[src/rtl/rv_control_fsm_if.sv]
// Control bundle between the RV32I multi-cycle controller and its datapath/memory.
// Latency: none, plain wires; the controller owns every output field.
// Backpressure: none; memory answers after a fixed MEM_READ_LATENCY.
interface rv_control_fsm_if;
  logic [31:0] mem_read_data;
  logic        branch_taken;
  logic [31:0] instr;
  logic        mem_addr_sel;
  logic        mem_write;
  logic        reg_write;
  logic        pc_write;
  logic [1:0]  pc_sel;
  logic [2:0]  imm_sel;
  logic        alu_src_a;
  logic        alu_src_b;
  logic [1:0]  alu_sub_sel;
  logic        alu_force_add;
  logic [1:0]  rdv_sel;
  logic [31:0] instret;
  logic        halt;

  // Controller side.
  modport master (
    input  mem_read_data, branch_taken,
    output instr, mem_addr_sel, mem_write, reg_write, pc_write, pc_sel, imm_sel,
           alu_src_a, alu_src_b, alu_sub_sel, alu_force_add, rdv_sel, instret, halt
  );

  // Datapath / memory side.
  modport slave (
    output mem_read_data, branch_taken,
    input  instr, mem_addr_sel, mem_write, reg_write, pc_write, pc_sel, imm_sel,
           alu_src_a, alu_src_b, alu_sub_sel, alu_force_add, rdv_sel, instret, halt
  );
endinterface

[src/rtl/rv_control_fsm.sv]
// Multi-cycle RV32I controller: fetch/decode/execute/mem/writeback over one memory port.
// Latency: branch L+3, ALU/LUI/AUIPC/JAL/JALR/store L+4, load 2L+5 cycles (L = MEM_READ_LATENCY).
// Backpressure: none; memory reads complete after a fixed L cycles, tracked by a wait counter.
module rv_control_fsm #(
  parameter int unsigned MEM_READ_LATENCY = 1
) (
  input logic              clk,
  input logic              reset,
  rv_control_fsm_if.master bus
);
  localparam logic [1:0] WAIT_INIT = 2'(MEM_READ_LATENCY - 1);

  localparam logic [6:0] OPC_LUI    = 7'b0110111;
  localparam logic [6:0] OPC_AUIPC  = 7'b0010111;
  localparam logic [6:0] OPC_JAL    = 7'b1101111;
  localparam logic [6:0] OPC_JALR   = 7'b1100111;
  localparam logic [6:0] OPC_BRANCH = 7'b1100011;
  localparam logic [6:0] OPC_LOAD   = 7'b0000011;
  localparam logic [6:0] OPC_STORE  = 7'b0100011;
  localparam logic [6:0] OPC_OPIMM  = 7'b0010011;
  localparam logic [6:0] OPC_OP     = 7'b0110011;

  typedef enum logic [2:0] {
    S_FETCH, S_FETCH_WAIT, S_DECODE, S_EXECUTE, S_MEM, S_MEM_WAIT, S_WRITEBACK, S_HALT
  } state_e;

  state_e      state_q, state_d;
  logic [31:0] instr_q, instr_d;
  logic [31:0] instret_q, instret_d;
  logic [1:0]  wait_q, wait_d;

  logic [6:0] opcode;
  logic [2:0] funct3;
  logic       rd_nonzero;
  assign opcode     = instr_q[6:0];
  assign funct3     = instr_q[14:12];
  assign rd_nonzero = |instr_q[11:7];

  logic       legal;
  logic [1:0] f3_sub_sel;
  logic [1:0] ex_sub_sel;
  logic [2:0] ex_imm_sel;
  logic       ex_src_a, ex_src_b, ex_force_add;

  logic       mem_addr_sel, mem_write, reg_write, pc_write, halt;
  logic [1:0] pc_sel, alu_sub_sel, rdv_sel;
  logic [2:0] imm_sel;
  logic       alu_src_a, alu_src_b, alu_force_add;

  // ALU/immediate selects implied by the opcode; held from EXECUTE until the instruction retires.
  always_comb begin
    case (funct3)
      3'b001, 3'b101: f3_sub_sel = 2'b10;
      3'b010, 3'b011: f3_sub_sel = 2'b01;
      default:        f3_sub_sel = 2'b00;
    endcase
    legal        = 1'b1;
    ex_sub_sel   = 2'b00;
    ex_imm_sel   = 3'b000;
    ex_src_a     = 1'b0;
    ex_src_b     = 1'b0;
    ex_force_add = 1'b0;
    case (opcode)
      OPC_OP:     ex_sub_sel = f3_sub_sel;
      OPC_OPIMM: begin
        ex_sub_sel = f3_sub_sel;
        ex_src_b   = 1'b1;
        ex_imm_sel = (f3_sub_sel == 2'b10) ? 3'b001 : 3'b000;
      end
      OPC_LOAD: begin
        ex_force_add = 1'b1;
        ex_src_b     = 1'b1;
      end
      OPC_STORE: begin
        ex_force_add = 1'b1;
        ex_src_b     = 1'b1;
        ex_imm_sel   = 3'b101;
      end
      OPC_AUIPC: begin
        ex_src_a     = 1'b1;
        ex_src_b     = 1'b1;
        ex_imm_sel   = 3'b011;
        ex_force_add = 1'b1;
      end
      OPC_JALR: begin
        ex_force_add = 1'b1;
        ex_src_b     = 1'b1;
      end
      OPC_BRANCH: begin
        ex_sub_sel = 2'b01;
        ex_imm_sel = 3'b100;
      end
      OPC_LUI, OPC_JAL: legal = 1'b1;
      default:          legal = 1'b0;  // includes SYSTEM (ECALL/EBREAK)
    endcase
  end

  // Next-state sequencing and Moore outputs (pc_sel in a branch EXECUTE follows branch_taken).
  always_comb begin
    state_d       = state_q;
    instr_d       = instr_q;
    instret_d     = instret_q;
    wait_d        = wait_q;
    mem_addr_sel  = 1'b0;
    mem_write     = 1'b0;
    reg_write     = 1'b0;
    pc_write      = 1'b0;
    halt          = 1'b0;
    pc_sel        = 2'b00;
    rdv_sel       = 2'b00;
    imm_sel       = 3'b000;
    alu_src_a     = 1'b0;
    alu_src_b     = 1'b0;
    alu_sub_sel   = 2'b00;
    alu_force_add = 1'b0;
    if (state_q inside {S_EXECUTE, S_MEM, S_MEM_WAIT, S_WRITEBACK}) begin
      imm_sel       = ex_imm_sel;
      alu_src_a     = ex_src_a;
      alu_src_b     = ex_src_b;
      alu_sub_sel   = ex_sub_sel;
      alu_force_add = ex_force_add;
    end
    case (state_q)
      S_FETCH: begin
        wait_d  = WAIT_INIT;
        state_d = S_FETCH_WAIT;
      end
      S_FETCH_WAIT: begin
        if (wait_q == 2'd0) begin
          instr_d = bus.mem_read_data;
          state_d = S_DECODE;
        end else begin
          wait_d = wait_q - 2'd1;
        end
      end
      S_DECODE: state_d = legal ? S_EXECUTE : S_HALT;
      S_EXECUTE: begin
        if (opcode == OPC_BRANCH) begin
          pc_write  = 1'b1;
          pc_sel    = bus.branch_taken ? 2'b01 : 2'b00;
          instret_d = instret_q + 32'd1;
          state_d   = S_FETCH;
        end else if (opcode == OPC_LOAD || opcode == OPC_STORE) begin
          state_d = S_MEM;
        end else begin
          state_d = S_WRITEBACK;
        end
      end
      S_MEM: begin
        mem_addr_sel = 1'b1;
        if (opcode == OPC_STORE) begin
          mem_write = 1'b1;
          pc_write  = 1'b1;
          instret_d = instret_q + 32'd1;
          state_d   = S_FETCH;
        end else begin
          wait_d  = WAIT_INIT;
          state_d = S_MEM_WAIT;
        end
      end
      S_MEM_WAIT: begin
        mem_addr_sel = 1'b1;
        if (wait_q == 2'd0) state_d = S_WRITEBACK;
        else                wait_d  = wait_q - 2'd1;
      end
      S_WRITEBACK: begin
        pc_write  = 1'b1;
        reg_write = rd_nonzero;
        instret_d = instret_q + 32'd1;
        state_d   = S_FETCH;
        case (opcode)
          OPC_LOAD: rdv_sel = 2'b01;
          OPC_JALR: begin
            rdv_sel = 2'b10;
            pc_sel  = 2'b10;
          end
          OPC_JAL: begin
            rdv_sel = 2'b10;
            pc_sel  = 2'b01;
            imm_sel = 3'b010;
          end
          OPC_LUI: begin
            rdv_sel = 2'b11;
            imm_sel = 3'b011;
          end
          default: rdv_sel = 2'b00;
        endcase
      end
      S_HALT:  halt = 1'b1;
      default: state_d = S_FETCH;
    endcase
  end

  // State registers; reset abandons any instruction in flight.
  always_ff @(posedge clk) begin
    if (reset) begin
      state_q   <= S_FETCH;
      instr_q   <= '0;
      instret_q <= '0;
      wait_q    <= '0;
    end else begin
      state_q   <= state_d;
      instr_q   <= instr_d;
      instret_q <= instret_d;
      wait_q    <= wait_d;
    end
  end

  assign bus.instr         = instr_q;
  assign bus.instret       = instret_q;
  assign bus.mem_addr_sel  = mem_addr_sel;
  assign bus.mem_write     = mem_write;
  assign bus.reg_write     = reg_write;
  assign bus.pc_write      = pc_write;
  assign bus.pc_sel        = pc_sel;
  assign bus.imm_sel       = imm_sel;
  assign bus.alu_src_a     = alu_src_a;
  assign bus.alu_src_b     = alu_src_b;
  assign bus.alu_sub_sel   = alu_sub_sel;
  assign bus.alu_force_add = alu_force_add;
  assign bus.rdv_sel       = rdv_sel;
  assign bus.halt          = halt;
endmodule

[src/flat_wrapper.sv]
// flat-port wrapper written by rule: the top's interface ports become plain ports
module rv_control_fsm_flat 
#(
  parameter int unsigned MEM_READ_LATENCY = 1
)
  (clk, reset, bus_mem_read_data, bus_branch_taken, bus_instr, bus_mem_addr_sel, bus_mem_write, bus_reg_write, bus_pc_write, bus_pc_sel, bus_imm_sel, bus_alu_src_a, bus_alu_src_b, bus_alu_sub_sel, bus_alu_force_add, bus_rdv_sel, bus_instret, bus_halt);
  rv_control_fsm_if bus_i ();
  input logic clk;
  input logic reset;
  input wire logic [$bits(bus_i.mem_read_data)-1:0] bus_mem_read_data;
  input wire logic [$bits(bus_i.branch_taken)-1:0] bus_branch_taken;
  output wire logic [$bits(bus_i.instr)-1:0] bus_instr;
  output wire logic [$bits(bus_i.mem_addr_sel)-1:0] bus_mem_addr_sel;
  output wire logic [$bits(bus_i.mem_write)-1:0] bus_mem_write;
  output wire logic [$bits(bus_i.reg_write)-1:0] bus_reg_write;
  output wire logic [$bits(bus_i.pc_write)-1:0] bus_pc_write;
  output wire logic [$bits(bus_i.pc_sel)-1:0] bus_pc_sel;
  output wire logic [$bits(bus_i.imm_sel)-1:0] bus_imm_sel;
  output wire logic [$bits(bus_i.alu_src_a)-1:0] bus_alu_src_a;
  output wire logic [$bits(bus_i.alu_src_b)-1:0] bus_alu_src_b;
  output wire logic [$bits(bus_i.alu_sub_sel)-1:0] bus_alu_sub_sel;
  output wire logic [$bits(bus_i.alu_force_add)-1:0] bus_alu_force_add;
  output wire logic [$bits(bus_i.rdv_sel)-1:0] bus_rdv_sel;
  output wire logic [$bits(bus_i.instret)-1:0] bus_instret;
  output wire logic [$bits(bus_i.halt)-1:0] bus_halt;
  assign bus_i.mem_read_data = bus_mem_read_data;
  assign bus_i.branch_taken = bus_branch_taken;
  assign bus_instr = bus_i.instr;
  assign bus_mem_addr_sel = bus_i.mem_addr_sel;
  assign bus_mem_write = bus_i.mem_write;
  assign bus_reg_write = bus_i.reg_write;
  assign bus_pc_write = bus_i.pc_write;
  assign bus_pc_sel = bus_i.pc_sel;
  assign bus_imm_sel = bus_i.imm_sel;
  assign bus_alu_src_a = bus_i.alu_src_a;
  assign bus_alu_src_b = bus_i.alu_src_b;
  assign bus_alu_sub_sel = bus_i.alu_sub_sel;
  assign bus_alu_force_add = bus_i.alu_force_add;
  assign bus_rdv_sel = bus_i.rdv_sel;
  assign bus_instret = bus_i.instret;
  assign bus_halt = bus_i.halt;
  rv_control_fsm #(.MEM_READ_LATENCY(MEM_READ_LATENCY)) u_core (.clk(clk), .reset(reset), .bus(bus_i));
endmodule
[config.mk]
export PLATFORM = sky130hd
export DESIGN_NAME = rv_control_fsm_flat
export DESIGN_NICKNAME = d
export VERILOG_FILES = /design/src/rtl/rv_control_fsm_if.sv /design/src/rtl/rv_control_fsm.sv /design/src/flat_wrapper.sv
export SDC_FILE = /design/constraint.sdc
export NUM_CORES = 1
export LEC_CHECK = 0
export ABC_AREA = 0
export BUFFER_PORTS_ARGS = -buffer_cell sky130_fd_sc_hd__buf_2
export CORE_ASPECT_RATIO = 0.8
export CORE_UTILIZATION = 40
export DETAILED_ROUTE_END_ITERATION = 12
export GPL_TIMING_DRIVEN = 1
export MAX_ROUTING_LAYER = met4
export PLACE_DENSITY = 0.66
export SLEW_MARGIN = 30
export SYNTH_ARGS = -nofsm -noshare
export SYNTH_HDL_FRONTEND = slang
export SYNTH_SLANG_ARGS = --single-unit
[constraint.sdc]
create_clock -name clk -period 3.4 [get_ports clk]
set_input_delay 0.17 -clock clk [delete_from_list [all_inputs] [get_ports clk]]
set_output_delay 0.17 -clock clk [all_outputs]
set_load 0.05 [all_outputs]
* Yosys cells after proc, flatten, opt, wreduce, memory -nomap -nowiden
Index checks and enable logic that the tools add are counted.
** Word-level totals
- Bits in registers :: 69
- Bits of input ports :: 35
- Output and inout port bits :: 81
- Logic and storage cells :: 95
** Operators by class
- Add/subtract/negate cells :: 2
- Equal/unequal tests :: 27
- Muxes and demuxes :: 41
- Reduce and logical (&&, ||, !) cells :: 21
** Operators with widths (count)
- case mux 32 bit (3 select lines) :: 1
- two-way mux 32 bit :: 2
- adder 32 x 1 -> 32 bit, second input constant :: 1
- == test 7 x 6 -> 1 bit, second input constant :: 3
- == test 7 bit, second input constant :: 3
- two-way mux 3 bit :: 7
- case mux 3 bit (7 select lines) :: 1
- case mux 2 bit (2 select lines) :: 4
- == test 3 bit, second input constant :: 5
- two-way mux 1 bit :: 15
- == test 7 x 5 -> 1 bit, second input constant :: 2
- == test 3 x 2 -> 1 bit, second input constant :: 4
- two-way mux 2 bit :: 6
- case mux 2 bit (3 select lines) :: 2
- case mux 3 bit (4 select lines) :: 1
- OR reduction 2 bit :: 6
- inequality test 2 bit, second input constant :: 5
- OR reduction 5 bit :: 2
- AND reduction 3 bit :: 3
- OR reduction 9 bit :: 1
- == test 7 x 2 -> 1 bit, second input constant :: 1
- nonzero test 7 bit :: 1
- == test 3 x 1 -> 1 bit, second input constant :: 2
- case mux 3 bit (2 select lines) :: 1
- 11 further kinds :: 12

* Logic depth before layout (Yosys ltp)
- Depth in word-level cells :: 9
- Depth in mapped cells :: 8
- Mapped depth without buffers :: 6

* Worst setup path after synthesis
Ideal clock, no wire load.
- Path kind :: register to output
- Start point :: reg u_core.instr_q[1] (netlist: u_core.bus.instr[1])
- End point :: out bus_imm_sel[0]
- Arrival time :: 3.659 ns
- Required time :: 3.230 ns
- Path slack :: -0.429 ns
- Stages on the path, launching flop included :: 5
- Path buffers :: 0
- Path through :: dfxtp_1 > nand3b_1 > nor4_1 > nor2_1 > nor3_1
** On the way
- Word-level cells in the longest chain between the ends :: 5
- Elaborated cells between the ends (all ways) :: 10
- Classes of those cells :: 6 x eq/ne; 4 x mux
** Ends and longest elaborated chain
- from (decl) :: RTL line rv_control_fsm.sv:28 : logic [31:0] instr_q, instr_d;
- from (signal assigned) :: RTL line rv_control_fsm.sv:203 : instr_q <= instr_d;
- == test 7 bit, or another cell as far along :: RTL line rv_control_fsm.sv:63 : case (opcode)
- case mux 3 bit (4 select lines) :: RTL line rv_control_fsm.sv:63
- two-way mux 3 bit :: RTL line rv_control_fsm.sv:116 : if (state_q inside {S_EXECUTE, S_MEM, S_MEM_WAIT, S_WRITEBACK}) begin
- case mux 3 bit (2 select lines) :: RTL line rv_control_fsm.sv:171 : case (opcode)
- two-way mux 3 bit (*) :: RTL line rv_control_fsm.sv:123 : case (state_q)
- to (decl) :: RTL line flat_wrapper.sv:18 : output wire logic [$bits(bus_i.imm_sel)-1:0] bus_imm_sel;
Every way passes the cells marked *; elsewhere a longest branch is shown, timed or not.

* Worst setup path after layout
- Start point :: reg u_core.instr_q[2] (netlist: u_core.bus.instr[2])
- End point :: out bus_pc_write
** On the way
- Word-level cells in the longest chain between the ends :: 3
- Elaborated cells between the ends (all ways) :: 5
- Classes of those cells :: 2 x eq/ne; 3 x mux
** Ends and longest elaborated chain
- == test 7 x 6 -> 1 bit or == test 7 bit (tied branches) :: RTL line rv_control_fsm.sv:151, rv_control_fsm.sv:138
- two-way mux 1 bit (on tied branches) :: RTL line rv_control_fsm.sv:151, rv_control_fsm.sv:138
- case mux 1 bit (3 select lines) (*) :: RTL line rv_control_fsm.sv:123
- to (decl) :: RTL line flat_wrapper.sv:16 : output wire logic [$bits(bus_i.pc_write)-1:0] bus_pc_write;
Marks and branches as above.

==> impl_summary.md <==
Die
The die footprint is 8840 um2. The die extent in y is about 84 um. The overall die width is 105 um. Once the floorplan was initialized, standard cells occupied a little over two fifths of the core. The number of placed I/O pins is 116. The number of standard-cell rows in the floorplan is 29. The core area is 8060 um2.

STA
Clock skew on the completed layout was measured at 14.2 ps. For the finished layout, the period the worst path requires is between 2000 and 3000 ps. Dividing the final minimum period by the clock period gives 75.8%. At the pin with the least slew margin, the transition time is 818 ps. Headroom to the max-slew limit came out at 45.4%. The max-slew violation total from the final report is 0. Summed over all failing endpoints, the final setup total negative slack is 0 ps. Setup repair after global routing left no endpoint under its margin.

Based on the critical path, the design can be clocked at up to between 300 and 400 MHz. The number of failing hold endpoints at the final stage is 0. The total of endpoints with negative setup slack in the final report is 0. The minimum setup slack in the final design is roughly 820 ps.

Clock network
Once the clock tree was built, the resizer swapped 0 gates to a different size. The clock insertion delay at the later pin of the skew report is approximately 360 ps. Buffers inserted during clock tree synthesis total 9.

The TritonCTS clock tree is done. The post-CTS clock slew at the launch and capture registers of the worst setup and hold paths is 90 ps. The number of levels the H-tree was split into is 3. In this run, post-CTS hold repair placed 0 buffers. The buffers inserted during post-CTS setup optimization is 0. The total clock sinks is 69. The cell sitting at the root of the clock tree is a sky130_fd_sc_hd__clkbuf_8.

The clock passes through at most 2 buffers.

Cells and area
The most frequent standard cell in the layout excluding fill and tap cells is sky130_fd_sc_hd__buf_2. The top cell types in the final layout, fill and taps aside, are sky130_fd_sc_hd__buf_2, sky130_fd_sc_hd__nand2_1, sky130_fd_sc_hd__dfxtp_1. The final layout contains roughly 580 nets.

With fillers left out, the area of the finished cells amounts to 4160 um2. The layout-stage area growth over the synthesis result is 23.0%. Fill cells in the final layout number ~840.

The repair_antennas step left the layout with diodes totalling 0. The fraction of layout instances using a drive strength above 1 is 26.4%. The finished layout holds around 660 standard cells, fillers aside.

Synthesis
Counting flops and latches in the post-synthesis netlist gives between 60 and 70. For this run, the number of Yosys warnings is 0. The share of the Yosys chip area taken by registers is between 40% and 50%. Yosys mapped a number of flops with a built-in enable equal to 0. Dividing the synthesized area by the synthesized cell count gives 7.61 um2.

After synthesis, the share of flip-flops with an asynchronous set or reset is 0%. The netlist area before placement is 3380 um2. The number of nets in the synthesized netlist is 482. Synthesis produced a netlist whose cell count is between 400 and 500. After synthesis, the netlist uses 52 different library cells.

The prevailing post-synth register cell is sky130_fd_sc_hd__dfxtp_1.

Power and ir drop
IR analysis of the VDD net gives a maximum drop of 0.228 mV. The power per unit of standard cell area is about 460 nW/um2. The leakage power total is 1.67 nW.

The sum of internal, switching and leakage power is 1.90 mW.

Global routing
Entering global routing, the biggest net connects 46 pins. The number of global-route vias before repair is around 3100. Across every metal layer, demand over resource in global routing totals 21.4%.

The number of antenna violations at the first check in global routing is 0. The overall overflow remaining after global route is 0. The wire length of the first global-routing pass is 15000 um.

Route
The detailed-router iteration count before antenna repair is 5. The count of nets left with antenna violations after detail routing is 0. The overall via count from detail_route is 3462.

The average wire per cell in the routed design is 13.4 um. After the first detailed-routing iteration, the DRC count stood at 189. The routed via count divided by cell count is around 5.3. The number of DRC violations after detailed routing is 0. Wires add up to between 8000 and 9000 um.

Worst setup path
Counting buffers and inverters, the worst setup path is 4 cells deep. The arrival time of the worst setup path is 2410 ps. At the worst endpoint, the required time is 3230 ps.

The launching point of the worst reg2reg path is u_core.bus.instr[2]. The worst setup path is captured at an output port. The worst-path cell with the longest stage delay is sky130_fd_sc_hd__nand4bb_1. The critical path goes through nand4bb_1 -> o31a_1 -> o2bb2ai_1 -> buf_2. The critical path class is reg2out. The category of the worst setup path launch point is a flop.

The family of cells with the greatest summed delay on the critical path is compound AO/OA/AOI/OAI gates. The depth of the most critical reg-to-reg path is 5. Along the worst path, the maximum fanout reaches 12. The endpoint of the most critical register-to-register path is u_core.bus.instret[29]. The register-to-register path setup slack is around 960 ps. The buffering stage count on the worst path with inverters included is 1.

The largest single stage delay on the critical path is 440 ps.

Worst hold path
The cell count of the worst hold path is 3. The worst hold-check path type is in2reg. The worst hold path begins at bus_mem_read_data[30]. The worst min-delay path endpoint is u_core.bus.instr[30].

Placement
Prior to clock tree synthesis, the placed netlist has a worst setup slack of 1020 ps. Summing all placed instances gives a cell area of between 3000 and 4000 um2. The routability-driven placement congestion ratio is 0.886. In this run the tool buffered the top-level ports with 115 buffer cells. The count of placed standard cells including taps is 641.

Summed over all nets, the half-perimeter wirelength after detailed placement is 6290 um.

Flow run
Across the run, the number of max-cap violations was 0.

Outcome
The flow ran to the end, and the final reports show no timing, DRC or antenna violations.
-- layer usage --
metal / GRT usage (%) / part of all wire (%) / vias up
met5: - / 0 / -
met4: 4.61 / 0.77 / 0
met3: 6.37 / 5.2 / 6
met2: 33.1 / 46 / 94
met1: 27.7 / 48 / 1593
li1: - / - / 1769
-- how the worst max path moves through the flow --
stage / start / to / slack [ps]
CTS: u_core.bus.instr[2] / bus_pc_write / 840
global route: u_core.bus.instr[2] / bus_pc_write / 670
detailed placement: u_core.bus.instr[2] / u_core.bus.instret[31] / 1020
global placement: u_core.bus.instr[2] / u_core.bus.instret[31] / 1100
finish: u_core.bus.instr[2] / bus_pc_write / 820
floorplan: u_core.bus.instr[1] / bus_imm_sel[0] / 170
-- flip-flops by register name, indices dropped and copies added, names as in the netlist --
| name | cells |
|---|---|
| u_core.bus.instr | 32 |
| u_core.bus.instret | 32 |
| u_core.state_q | 3 |
| u_core.wait_q | 2 |
-- area by class of cell --
class	instances	area [um2]	share of cell area (%)
clock inverters	7	57.6	1.38
well taps	108	135	3.25
clock buffers	9	124	2.98
inverters	17	63.8	1.53
repair buffers	118	598	14.4
multi-input cells	329	1800	43.3
flip-flops and latches	69	1380	33.2
-- power by group --
part           internal [mW]  switching (mW)
clock network          0.274           0.352
logic                 0.0996           0.272
registers              0.849          0.0498
-- worst register-to-register path, delay by kind of cell (launching register included) --
family,cells,cell delay (ps)
and+or+nand+nor,2,980
AOI/OAI and AO/OA,3,960
DFF,1,430
-- synth_stat cells, types with 2 or more instances --
master | count | area (um2)
sky130_fd_sc_hd__nand2_1 | 81 | 304
sky130_fd_sc_hd__nor3_1 | 12 | 60.1
sky130_fd_sc_hd__nor2_1 | 28 | 105
sky130_fd_sc_hd__nor3b_1 | 3 | 22.5
sky130_fd_sc_hd__xnor2_1 | 3 | 26.3
sky130_fd_sc_hd__a2bb2oi_1 | 2 | 17.5
sky130_fd_sc_hd__inv_1 | 17 | 63.8
sky130_fd_sc_hd__buf_2 | 7 | 35.0
sky130_fd_sc_hd__mux2_1 | 2 | 22.5
sky130_fd_sc_hd__ha_1 | 2 | 25.0
sky130_fd_sc_hd__clkbuf_1 | 19 | 71.3
sky130_fd_sc_hd__dfxtp_1 | 69 | 1380
sky130_fd_sc_hd__nand3_1 | 10 | 50.1
sky130_fd_sc_hd__nand2b_1 | 5 | 31.3
sky130_fd_sc_hd__o31ai_1 | 6 | 45.0
sky130_fd_sc_hd__or4_1 | 10 | 75.1
sky130_fd_sc_hd__a211oi_1 | 2 | 15.0
sky130_fd_sc_hd__or2_2 | 3 | 18.8
sky130_fd_sc_hd__a21oi_1 | 64 | 320
sky130_fd_sc_hd__nand3b_1 | 6 | 45.0
sky130_fd_sc_hd__nor4_1 | 5 | 31.3
sky130_fd_sc_hd__and3_1 | 2 | 12.5
sky130_fd_sc_hd__o41ai_1 | 2 | 17.5
sky130_fd_sc_hd__nor2b_1 | 4 | 25.0
sky130_fd_sc_hd__nand4_1 | 8 | 50.1
sky130_fd_sc_hd__or3_1 | 19 | 119
sky130_fd_sc_hd__o21ai_0 | 27 | 135
sky130_fd_sc_hd__buf_6 | 3 | 33.8
-- per-stage QoR --
stage,hold WS (ps),util [%]
6_report,37.8,51.7
5_1_grt,25.0,51.7
4_1_cts,22.9,51.7
3_5_place_dp,418,49.4
3_3_place_gp,410,49.4
2_1_floorplan,306,-
-- cell families after synthesis --
family / synth area share [%]
compound gates: 19.6
xor+xnor: 1.04
fa+ha+maj: 0.739
buf+inv: 6.17
flops: 40.8
mux: 1.29
simple gates: 30.4
No activity file was read; power rests on OpenSTA's default activity.
